### src/rtl/hs_2_axi_if.sv
// Signal bundle between a handshake requester, the hs_2_axi bridge and an AXI4-Lite slave.
// The slave modport is the bridge's view; master is the environment's view.
interface hs_2_axi_if #(
  parameter int unsigned ADDR_WIDTH = 32,
  parameter int unsigned DATA_WIDTH = 32,
  parameter int unsigned STRB_WIDTH = DATA_WIDTH / 8
);
  logic                  hs_read;
  logic                  hs_write;
  logic [ADDR_WIDTH-1:0] hs_addr;
  logic [DATA_WIDTH-1:0] hs_wdata;
  logic [STRB_WIDTH-1:0] byte_select;
  logic                  hs_ready;
  logic [DATA_WIDTH-1:0] hs_rdata;
  logic                  hs_err;

  logic                  arvalid;
  logic                  arready;
  logic [ADDR_WIDTH-1:0] araddr;
  logic                  rvalid;
  logic                  rready;
  logic [DATA_WIDTH-1:0] rdata;
  logic [1:0]            rresp;
  logic                  awvalid;
  logic                  awready;
  logic [ADDR_WIDTH-1:0] awaddr;
  logic                  wvalid;
  logic                  wready;
  logic [DATA_WIDTH-1:0] wdata;
  logic [STRB_WIDTH-1:0] wstrb;
  logic                  bvalid;
  logic                  bready;
  logic [1:0]            bresp;

  modport slave (
    input  hs_read, hs_write, hs_addr, hs_wdata, byte_select,
    input  arready, rvalid, rdata, rresp, awready, wready, bvalid, bresp,
    output hs_ready, hs_rdata, hs_err,
    output arvalid, araddr, rready, awvalid, awaddr, wvalid, wdata, wstrb, bready
  );

  modport master (
    output hs_read, hs_write, hs_addr, hs_wdata, byte_select,
    output arready, rvalid, rdata, rresp, awready, wready, bvalid, bresp,
    input  hs_ready, hs_rdata, hs_err,
    input  arvalid, araddr, rready, awvalid, awaddr, wvalid, wdata, wstrb, bready
  );
endinterface

### src/rtl/hs_2_axi.sv
// Handshake-bus to AXI4-Lite master bridge, one outstanding access at a time.
// Every output is a register; request fields are latched when leaving idle.
module hs_2_axi #(
  parameter int unsigned ADDR_WIDTH = 32,
  parameter int unsigned DATA_WIDTH = 32,
  parameter int unsigned STRB_WIDTH = DATA_WIDTH / 8
) (
  input logic         clk,
  input logic         rst,
  hs_2_axi_if.slave   bus
);

  typedef enum logic [2:0] {
    StIdle   = 3'd0,
    StRdAddr = 3'd1,
    StRdData = 3'd2,
    StWr     = 3'd3,
    StWrResp = 3'd4,
    StDone   = 3'd5
  } state_e;

  state_e                state_q;
  logic [ADDR_WIDTH-1:0] addr_q;
  logic [DATA_WIDTH-1:0] wdata_q;
  logic [STRB_WIDTH-1:0] strb_q;
  logic [DATA_WIDTH-1:0] rdata_q;
  logic                  err_q;
  logic                  ready_q;
  logic                  arvalid_q;
  logic                  rready_q;
  logic                  awvalid_q;
  logic                  wvalid_q;
  logic                  bready_q;
  logic                  aw_done_q;
  logic                  w_done_q;

  logic aw_fire;
  logic w_fire;

  assign aw_fire = awvalid_q & bus.awready;
  assign w_fire  = wvalid_q & bus.wready;

  always_ff @(posedge clk or posedge rst) begin
    if (rst) begin
      state_q   <= StIdle;
      addr_q    <= '0;
      wdata_q   <= '0;
      strb_q    <= '0;
      rdata_q   <= '0;
      err_q     <= 1'b0;
      ready_q   <= 1'b0;
      arvalid_q <= 1'b0;
      rready_q  <= 1'b0;
      awvalid_q <= 1'b0;
      wvalid_q  <= 1'b0;
      bready_q  <= 1'b0;
      aw_done_q <= 1'b0;
      w_done_q  <= 1'b0;
    end else begin
      case (state_q)
        StIdle: begin
          if (bus.hs_read || bus.hs_write) begin
            addr_q  <= bus.hs_addr;
            wdata_q <= bus.hs_wdata;
            strb_q  <= bus.byte_select;
          end
          // Read has priority when both requests are raised together.
          if (bus.hs_read) begin
            arvalid_q <= 1'b1;
            state_q   <= StRdAddr;
          end else if (bus.hs_write) begin
            awvalid_q <= 1'b1;
            wvalid_q  <= 1'b1;
            aw_done_q <= 1'b0;
            w_done_q  <= 1'b0;
            state_q   <= StWr;
          end
        end
        StRdAddr: begin
          if (bus.arready) begin
            arvalid_q <= 1'b0;
            rready_q  <= 1'b1;
            state_q   <= StRdData;
          end
        end
        StRdData: begin
          if (bus.rvalid) begin
            rready_q <= 1'b0;
            rdata_q  <= bus.rdata;
            err_q    <= (bus.rresp != 2'b00);
            ready_q  <= 1'b1;
            state_q  <= StDone;
          end
        end
        StWr: begin
          // Address and data channels complete independently, in either order.
          if (aw_fire) begin
            awvalid_q <= 1'b0;
            aw_done_q <= 1'b1;
          end
          if (w_fire) begin
            wvalid_q <= 1'b0;
            w_done_q <= 1'b1;
          end
          if ((aw_done_q || aw_fire) && (w_done_q || w_fire)) begin
            bready_q <= 1'b1;
            state_q  <= StWrResp;
          end
        end
        StWrResp: begin
          if (bus.bvalid) begin
            bready_q <= 1'b0;
            err_q    <= (bus.bresp != 2'b00);
            ready_q  <= 1'b1;
            state_q  <= StDone;
          end
        end
        StDone: begin
          ready_q <= 1'b0;
          state_q <= StIdle;
        end
        default: begin
          ready_q   <= 1'b0;
          arvalid_q <= 1'b0;
          rready_q  <= 1'b0;
          awvalid_q <= 1'b0;
          wvalid_q  <= 1'b0;
          bready_q  <= 1'b0;
          state_q   <= StIdle;
        end
      endcase
    end
  end

  assign bus.hs_ready = ready_q;
  assign bus.hs_rdata = rdata_q;
  assign bus.hs_err   = err_q;
  assign bus.arvalid  = arvalid_q;
  assign bus.araddr   = addr_q;
  assign bus.rready   = rready_q;
  assign bus.awvalid  = awvalid_q;
  assign bus.awaddr   = addr_q;
  assign bus.wvalid   = wvalid_q;
  assign bus.wdata    = wdata_q;
  assign bus.wstrb    = strb_q;
  assign bus.bready   = bready_q;

endmodule
### src/flat_wrapper.sv
// flat-port wrapper written by rule: the top's interface ports become plain ports
module hs_2_axi_flat 
#(
  parameter int unsigned ADDR_WIDTH = 32,
  parameter int unsigned DATA_WIDTH = 32,
  parameter int unsigned STRB_WIDTH = DATA_WIDTH / 8
)
  (clk, rst, bus_hs_read, bus_hs_write, bus_hs_addr, bus_hs_wdata, bus_byte_select, bus_arready, bus_rvalid, bus_rdata, bus_rresp, bus_awready, bus_wready, bus_bvalid, bus_bresp, bus_hs_ready, bus_hs_rdata, bus_hs_err, bus_arvalid, bus_araddr, bus_rready, bus_awvalid, bus_awaddr, bus_wvalid, bus_wdata, bus_wstrb, bus_bready);
  hs_2_axi_if #(.ADDR_WIDTH(ADDR_WIDTH), .DATA_WIDTH(DATA_WIDTH), .STRB_WIDTH(STRB_WIDTH)) bus_i ();
  input logic clk;
  input logic rst;
  input wire logic [$bits(bus_i.hs_read)-1:0] bus_hs_read;
  input wire logic [$bits(bus_i.hs_write)-1:0] bus_hs_write;
  input wire logic [$bits(bus_i.hs_addr)-1:0] bus_hs_addr;
  input wire logic [$bits(bus_i.hs_wdata)-1:0] bus_hs_wdata;
  input wire logic [$bits(bus_i.byte_select)-1:0] bus_byte_select;
  input wire logic [$bits(bus_i.arready)-1:0] bus_arready;
  input wire logic [$bits(bus_i.rvalid)-1:0] bus_rvalid;
  input wire logic [$bits(bus_i.rdata)-1:0] bus_rdata;
  input wire logic [$bits(bus_i.rresp)-1:0] bus_rresp;
  input wire logic [$bits(bus_i.awready)-1:0] bus_awready;
  input wire logic [$bits(bus_i.wready)-1:0] bus_wready;
  input wire logic [$bits(bus_i.bvalid)-1:0] bus_bvalid;
  input wire logic [$bits(bus_i.bresp)-1:0] bus_bresp;
  output wire logic [$bits(bus_i.hs_ready)-1:0] bus_hs_ready;
  output wire logic [$bits(bus_i.hs_rdata)-1:0] bus_hs_rdata;
  output wire logic [$bits(bus_i.hs_err)-1:0] bus_hs_err;
  output wire logic [$bits(bus_i.arvalid)-1:0] bus_arvalid;
  output wire logic [$bits(bus_i.araddr)-1:0] bus_araddr;
  output wire logic [$bits(bus_i.rready)-1:0] bus_rready;
  output wire logic [$bits(bus_i.awvalid)-1:0] bus_awvalid;
  output wire logic [$bits(bus_i.awaddr)-1:0] bus_awaddr;
  output wire logic [$bits(bus_i.wvalid)-1:0] bus_wvalid;
  output wire logic [$bits(bus_i.wdata)-1:0] bus_wdata;
  output wire logic [$bits(bus_i.wstrb)-1:0] bus_wstrb;
  output wire logic [$bits(bus_i.bready)-1:0] bus_bready;
  assign bus_i.hs_read = bus_hs_read;
  assign bus_i.hs_write = bus_hs_write;
  assign bus_i.hs_addr = bus_hs_addr;
  assign bus_i.hs_wdata = bus_hs_wdata;
  assign bus_i.byte_select = bus_byte_select;
  assign bus_i.arready = bus_arready;
  assign bus_i.rvalid = bus_rvalid;
  assign bus_i.rdata = bus_rdata;
  assign bus_i.rresp = bus_rresp;
  assign bus_i.awready = bus_awready;
  assign bus_i.wready = bus_wready;
  assign bus_i.bvalid = bus_bvalid;
  assign bus_i.bresp = bus_bresp;
  assign bus_hs_ready = bus_i.hs_ready;
  assign bus_hs_rdata = bus_i.hs_rdata;
  assign bus_hs_err = bus_i.hs_err;
  assign bus_arvalid = bus_i.arvalid;
  assign bus_araddr = bus_i.araddr;
  assign bus_rready = bus_i.rready;
  assign bus_awvalid = bus_i.awvalid;
  assign bus_awaddr = bus_i.awaddr;
  assign bus_wvalid = bus_i.wvalid;
  assign bus_wdata = bus_i.wdata;
  assign bus_wstrb = bus_i.wstrb;
  assign bus_bready = bus_i.bready;
  hs_2_axi #(.ADDR_WIDTH(ADDR_WIDTH), .DATA_WIDTH(DATA_WIDTH), .STRB_WIDTH(STRB_WIDTH)) u_core (.clk(clk), .rst(rst), .bus(bus_i));
endmodule
### config.mk
export PLATFORM = sky130hd
export DESIGN_NAME = hs_2_axi_flat
export DESIGN_NICKNAME = d
export VERILOG_FILES = /design/src/rtl/hs_2_axi_if.sv /design/src/rtl/hs_2_axi.sv /design/src/flat_wrapper.sv
export SDC_FILE = /design/constraint.sdc
export NUM_CORES = 1
export LEC_CHECK = 0
export BUFFER_PORTS_ARGS = -buffer_cell sky130_fd_sc_hd__buf_2
export CORE_ASPECT_RATIO = 1.1
export CORE_MARGIN = 1.5
export CORE_UTILIZATION = 45
export DETAILED_ROUTE_END_ITERATION = 16
export GPL_ROUTABILITY_DRIVEN = 0
export GPL_TIMING_DRIVEN = 0
export PLACE_DENSITY_LB_ADDON = 0.25
export SLEW_MARGIN = 20
export SYNTH_ARGS = -nofsm -noshare
export SYNTH_HDL_FRONTEND = slang
export SYNTH_SLANG_ARGS = --single-unit
### constraint.sdc
create_clock -name clk -period 4.2 [get_ports clk]
set_clock_uncertainty 0.05 [all_clocks]
set_input_delay 0 -clock clk [delete_from_list [all_inputs] [get_ports clk]]
set_output_delay 0 -clock clk [all_outputs]
set_load 0.01 [all_outputs]
======== Word-level counts from Yosys, hierarchy flattened ========
Cells that the tools add are included.
storage, ports and cells
  output and inout port bits .............. 139
  logic and storage cells ................. 96
  flip-flop bits (word level) ............. 112
  input bits .............................. 113
operators by class
  bitwise logic cells ..................... 7
  mux-type cells .......................... 34
  equality and inequality tests ........... 15
  reductions and logical operators ........ 26
operators by type and width
  kind                                                                      count
  1-bit 2-to-1 mux                                                          18
  3-bit 2-to-1 mux                                                          6
  1-bit case mux with 3 select lines                                        6
  4-bit AND reduction                                                       4
  4-bit OR reduction                                                        4
  3-bit case mux with 5 select lines                                        1
  3-bit AND reduction                                                       5
  2-bit inequality test (second input constant)                             6
  2-bit nonzero test                                                        4
  3-bit by 2-bit == test with 1-bit output (second input constant)          2
  3-bit == test (second input constant)                                     2
  2-bit by 1-bit inequality test with 1-bit output (second input constant)  3
  1-bit case mux with 2 select lines                                        3
  1-bit NOT                                                                 5
  5-bit AND reduction                                                       1
  2-bit AND reduction                                                       2
  3-bit by 1-bit == test with 1-bit output (second input constant)          1
  3-bit zero test                                                           1
  1-bit logical OR                                                          3
  3-bit inequality test (second input constant)                             1
  3-bit OR reduction                                                        1
  1-bit AND                                                                 2
  1-bit logical AND                                                         1

======== Longest topological paths before layout ========
  word-level depth ........................ 5
  gate-level depth with buffers ........... 5
  depth with buffers taken out ............ 4

======== Worst setup path after synthesis ========
No wires, ideal clock.
  path kind ............................... register to register
  from .................................... reg u_core.state_q[0]
  to ...................................... reg u_core.addr_q[0] (netlist: u_core.bus.araddr[0])
  path buffers ............................ 2
  setup slack ............................. 2.574 ns
  stages on the path, launching flop included .. 5
  clock period less this slack ............ 1.626 ns
  arrival ................................. 1.449 ns
  cell sequence ........................... dfrtp_1 nor4_2 buf_4 buf_6 mux2_1
between the ends
  cells in the longest elaborated chain, start to end .. 2
RTL lines
  item                                  RTL line        RTL
  start, declared                       hs_2_axi.sv:22  state_e state_q;
  start signal, assigned                hs_2_axi.sv:45  state_q <= StIdle;
  start signal, assigned                hs_2_axi.sv:70  state_q <= StRdAddr;
  start signal, assigned                hs_2_axi.sv:76  state_q <= StWr;
  3-bit zero test                       hs_2_axi.sv:60  case (state_q)
  2-bit AND reduction (no source line)  n/a
  end signal, assigned                  hs_2_axi.sv:63  addr_q <= bus.hs_addr;
  end, declared                         hs_2_axi.sv:23  logic [ADDR_WIDTH-1:0] addr_q;
No other way between the ends.
A chain may end at the register's enable or synchronous reset.

======== Worst setup path after layout ========
  from .................................... reg u_core.state_q[1]
  to ...................................... reg u_core.state_q[1]
between the ends
  cells in the longest elaborated chain, start to end .. 3
  elaborated cells on any way between the ends .. 12
  those cells by class .................... eq/ne (9); mux (1); reduce/logical (2)
RTL lines
  item                                                                                             RTL line
  3-bit by 2-bit == test with 1-bit output, or another cell as far along                           hs_2_axi.sv:60
  2-bit by 1-bit inequality test with 1-bit output (no source line), or another cell as far along  n/a
  5-bit AND reduction (no source line)                                                             n/a
Several ways; a longest one is shown, not always the timed one.

==> flow_summary.toml <==
[outcome]
status = "complete, no violations"

[cells_and_area]
fin_cells = 821
synthToLayoutAreaGrowth_pct = 59.26
n_antenna_cell = 0
design_area_mm2 = 0.007385
layout_commonest_cell = "buf_2"
layout_common_cells = "buf_2, dfrtp_1, dlygate4sd3_1"
fin_nets = 809
utilization_pct = 74.31
layout-drive-gt1-share_pct = 56.63

[yosys]
syn_area_mm2 = 0.004637
yosysWarnings = 0
synth-seq-cells = 112
yosysSeqAreaShare_pct = 60.44
synthCells = 324
synth_nets = 437
synthFlopType = "dfrtp_1"
synth_edf_count = 0
synth.distinct_cells = 36
async_flop_share_pct = 100.0
synth.avg_cell_area_um2 = 14.31

[die]
die_h_um = 109.5
design.core.area_mm2 = 0.009937
initial_core_util_pct = 46.66
rows = 38
die_x_um = 99.79
io_pins = 252
die_area_mm2 = 0.01092

[sta]
drv_slew = 0
finalSetupViolations = 0
final.setup.worst_slack_ns = 2.069
tightest_slew_ns = 0.6356
slew_headroom_pct = 57.28
grt_setup_unrepaired = "no"
layout_worst_path_cycle_share_pct = 50.75
hold_viol = 0
fmax_mhz = 469.2
setup_tns_ns = 0
period_needed_ns = 2.131

[drt]
wirelength_um = 13640
wl_per_cell_um = 16.61
drcViolationCount = 0
drt_iter0_drc = 191
wl_met2_um = 7471
drtAntennaViolNets = 0
wl_met3_um = 832
drt-pass1-iter-count = 5
routed.top_layer = "met4"
wl_met1_um = 4966
via_count = 3990
vias_per_cell = 4.860

[power]
powerDensity_mw_per_mm2 = 720.4
leakagePower_nw = 3.627
irDropWorstVdd_mv = 0.4166

[clock_network]
cts.sink_count = 112
clockBufferDepth = 2
htree_levels = 3
cts_tree = "yes"
clock-root-buffer = "clkbuf_8"
cts_setup_buffers = 0
cts_hold_buf = 109
clk_transition_reported_paths_ns = 0.11
clk_latency_ns = 0.36
cts_buffers = 9
cts_resized = 0

[hold_path]
hold_path_class = "in2reg"

[placement]
preCtsSetupSlack_ns = 2.068
dpl-instance-area_mm2 = 0.006076
dp_hpwl_um = 8680
port_buffers = 251
dpl.cell_count = 696

[critical_path]
cp_slowest_cell = "dlygate4sd3_1"
arrival_ns = 2.39
cp-end-kind = "register"
startpoint_type = "register"
crit_chain = "buf_2 -> nor3b_1 -> o21bai_1 -> a31oi_1 -> dlygate4sd3_1"
critical_path_class = "reg2reg"
critical-path-max-stage-delay_ns = 0.56
worst_ep_required_time_ns = 4.46
cp_top_family = "buffers and inverters"
cp_max_fo = 10
crit_buf_inv = 2

[grt]
overflow = 0
grt_antenna_before_repair = 0
grt_max_degree = 62
grtUsageTotal_pct = 24.71
grt_pass1_wl_um = 20710
grt_pass1_vias = 4145

[run]
drv_cap = 0
layout make-up:
class	instances	area [µm²]
Buffer	46	329.1
Clock inverter	7	93.84
Timing Repair Buffer	361	2375
Multi-Input combinational cell	161	1486
Clock buffer	9	123.9
Tap cell	120	150.1
Fill cell	646	2552
Sequential cell	112	2803
Inverter	5	23.77
worst register-to-register path, delay by kind of cell, from the launching register on:
kind            cells  cell delay, ns
compound gates      2            0.31
buf+inv             2            0.77
flops               1            0.47
simple gates        1            0.48
cell usage after synthesis, types with 4 or more instances:
cell type	instances	area share, %
inv_1	4	0.32
a21oi_1	8	0.86
buf_2	5	0.54
mux2_1	21	5.1
nor2_1	11	0.89
nand2_1	5	0.40
mux2_2	79	19
buf_4	36	5.8
dfrtp_1	112	60
o21ai_0	7	0.76
sequential cells by signal, indices dropped and copies added (netlist names), 3 cells and up:
signal	flops
u_core.state_q	3
u_core.bus.wdata	32
u_core.bus.wstrb	4
u_core.bus.hs_rdata	32
u_core.bus.araddr	32
metrics by stage:
stage | total power [mW] | hold WS (ns)
CTS | 5.295 | 0.008254
detailed placement | 4.505 | 0.06086
finish | 5.320 | 0.02697
global route | 5.649 | 0.03535
global placement | 4.424 | 0.1683
floorplan | 3.495 | 0.08470
power breakdown:
group / internal, mW / switching (mW)
registers: 1.63 / 0.349
clock network: 0.336 / 0.368
logic: 1.41 / 1.22
total: 3.38 / 1.94
cells by family after synthesis:
kind of cell           after synthesis  synth area share, %
buffers and inverters               51                7.501
muxes                              101                24.50
and+or+nand+nor                     31                3.508
DFF                                112                60.44
AOI/OAI and AO/OA                   29                4.048
routing by layer:
metal	GRT usage [%]	vias to the layer above
met4	10.36	0
met2	46.70	162
met3	5.404	27
met5	0	-
met1	26.59	1956
li1	-	1845
worst paths after layout:
| path | start | endpoint | slack [ns] | cells after the start |
|---|---|---|---|---|
| max in group asynchronous | rst | u_core.bus.araddr[23] | 3.23 | 4 |
| worst max-delay path | u_core.state_q[1] | u_core.state_q[1] | 2.07 | 5 |
| worst min register to register | u_core.bus.wdata[28] | u_core.bus.wdata[28] | 0.44 | 1 |
| min in group asynchronous | rst | u_core.bus.wdata[28] | 0.20 | 3 |
| worst max register to register | u_core.state_q[1] | u_core.state_q[1] | 2.07 | 5 |
| worst min-delay path | bus_bvalid | u_core.bus.hs_err | 0.03 | 4 |
(Power assumes the default switching activity.)
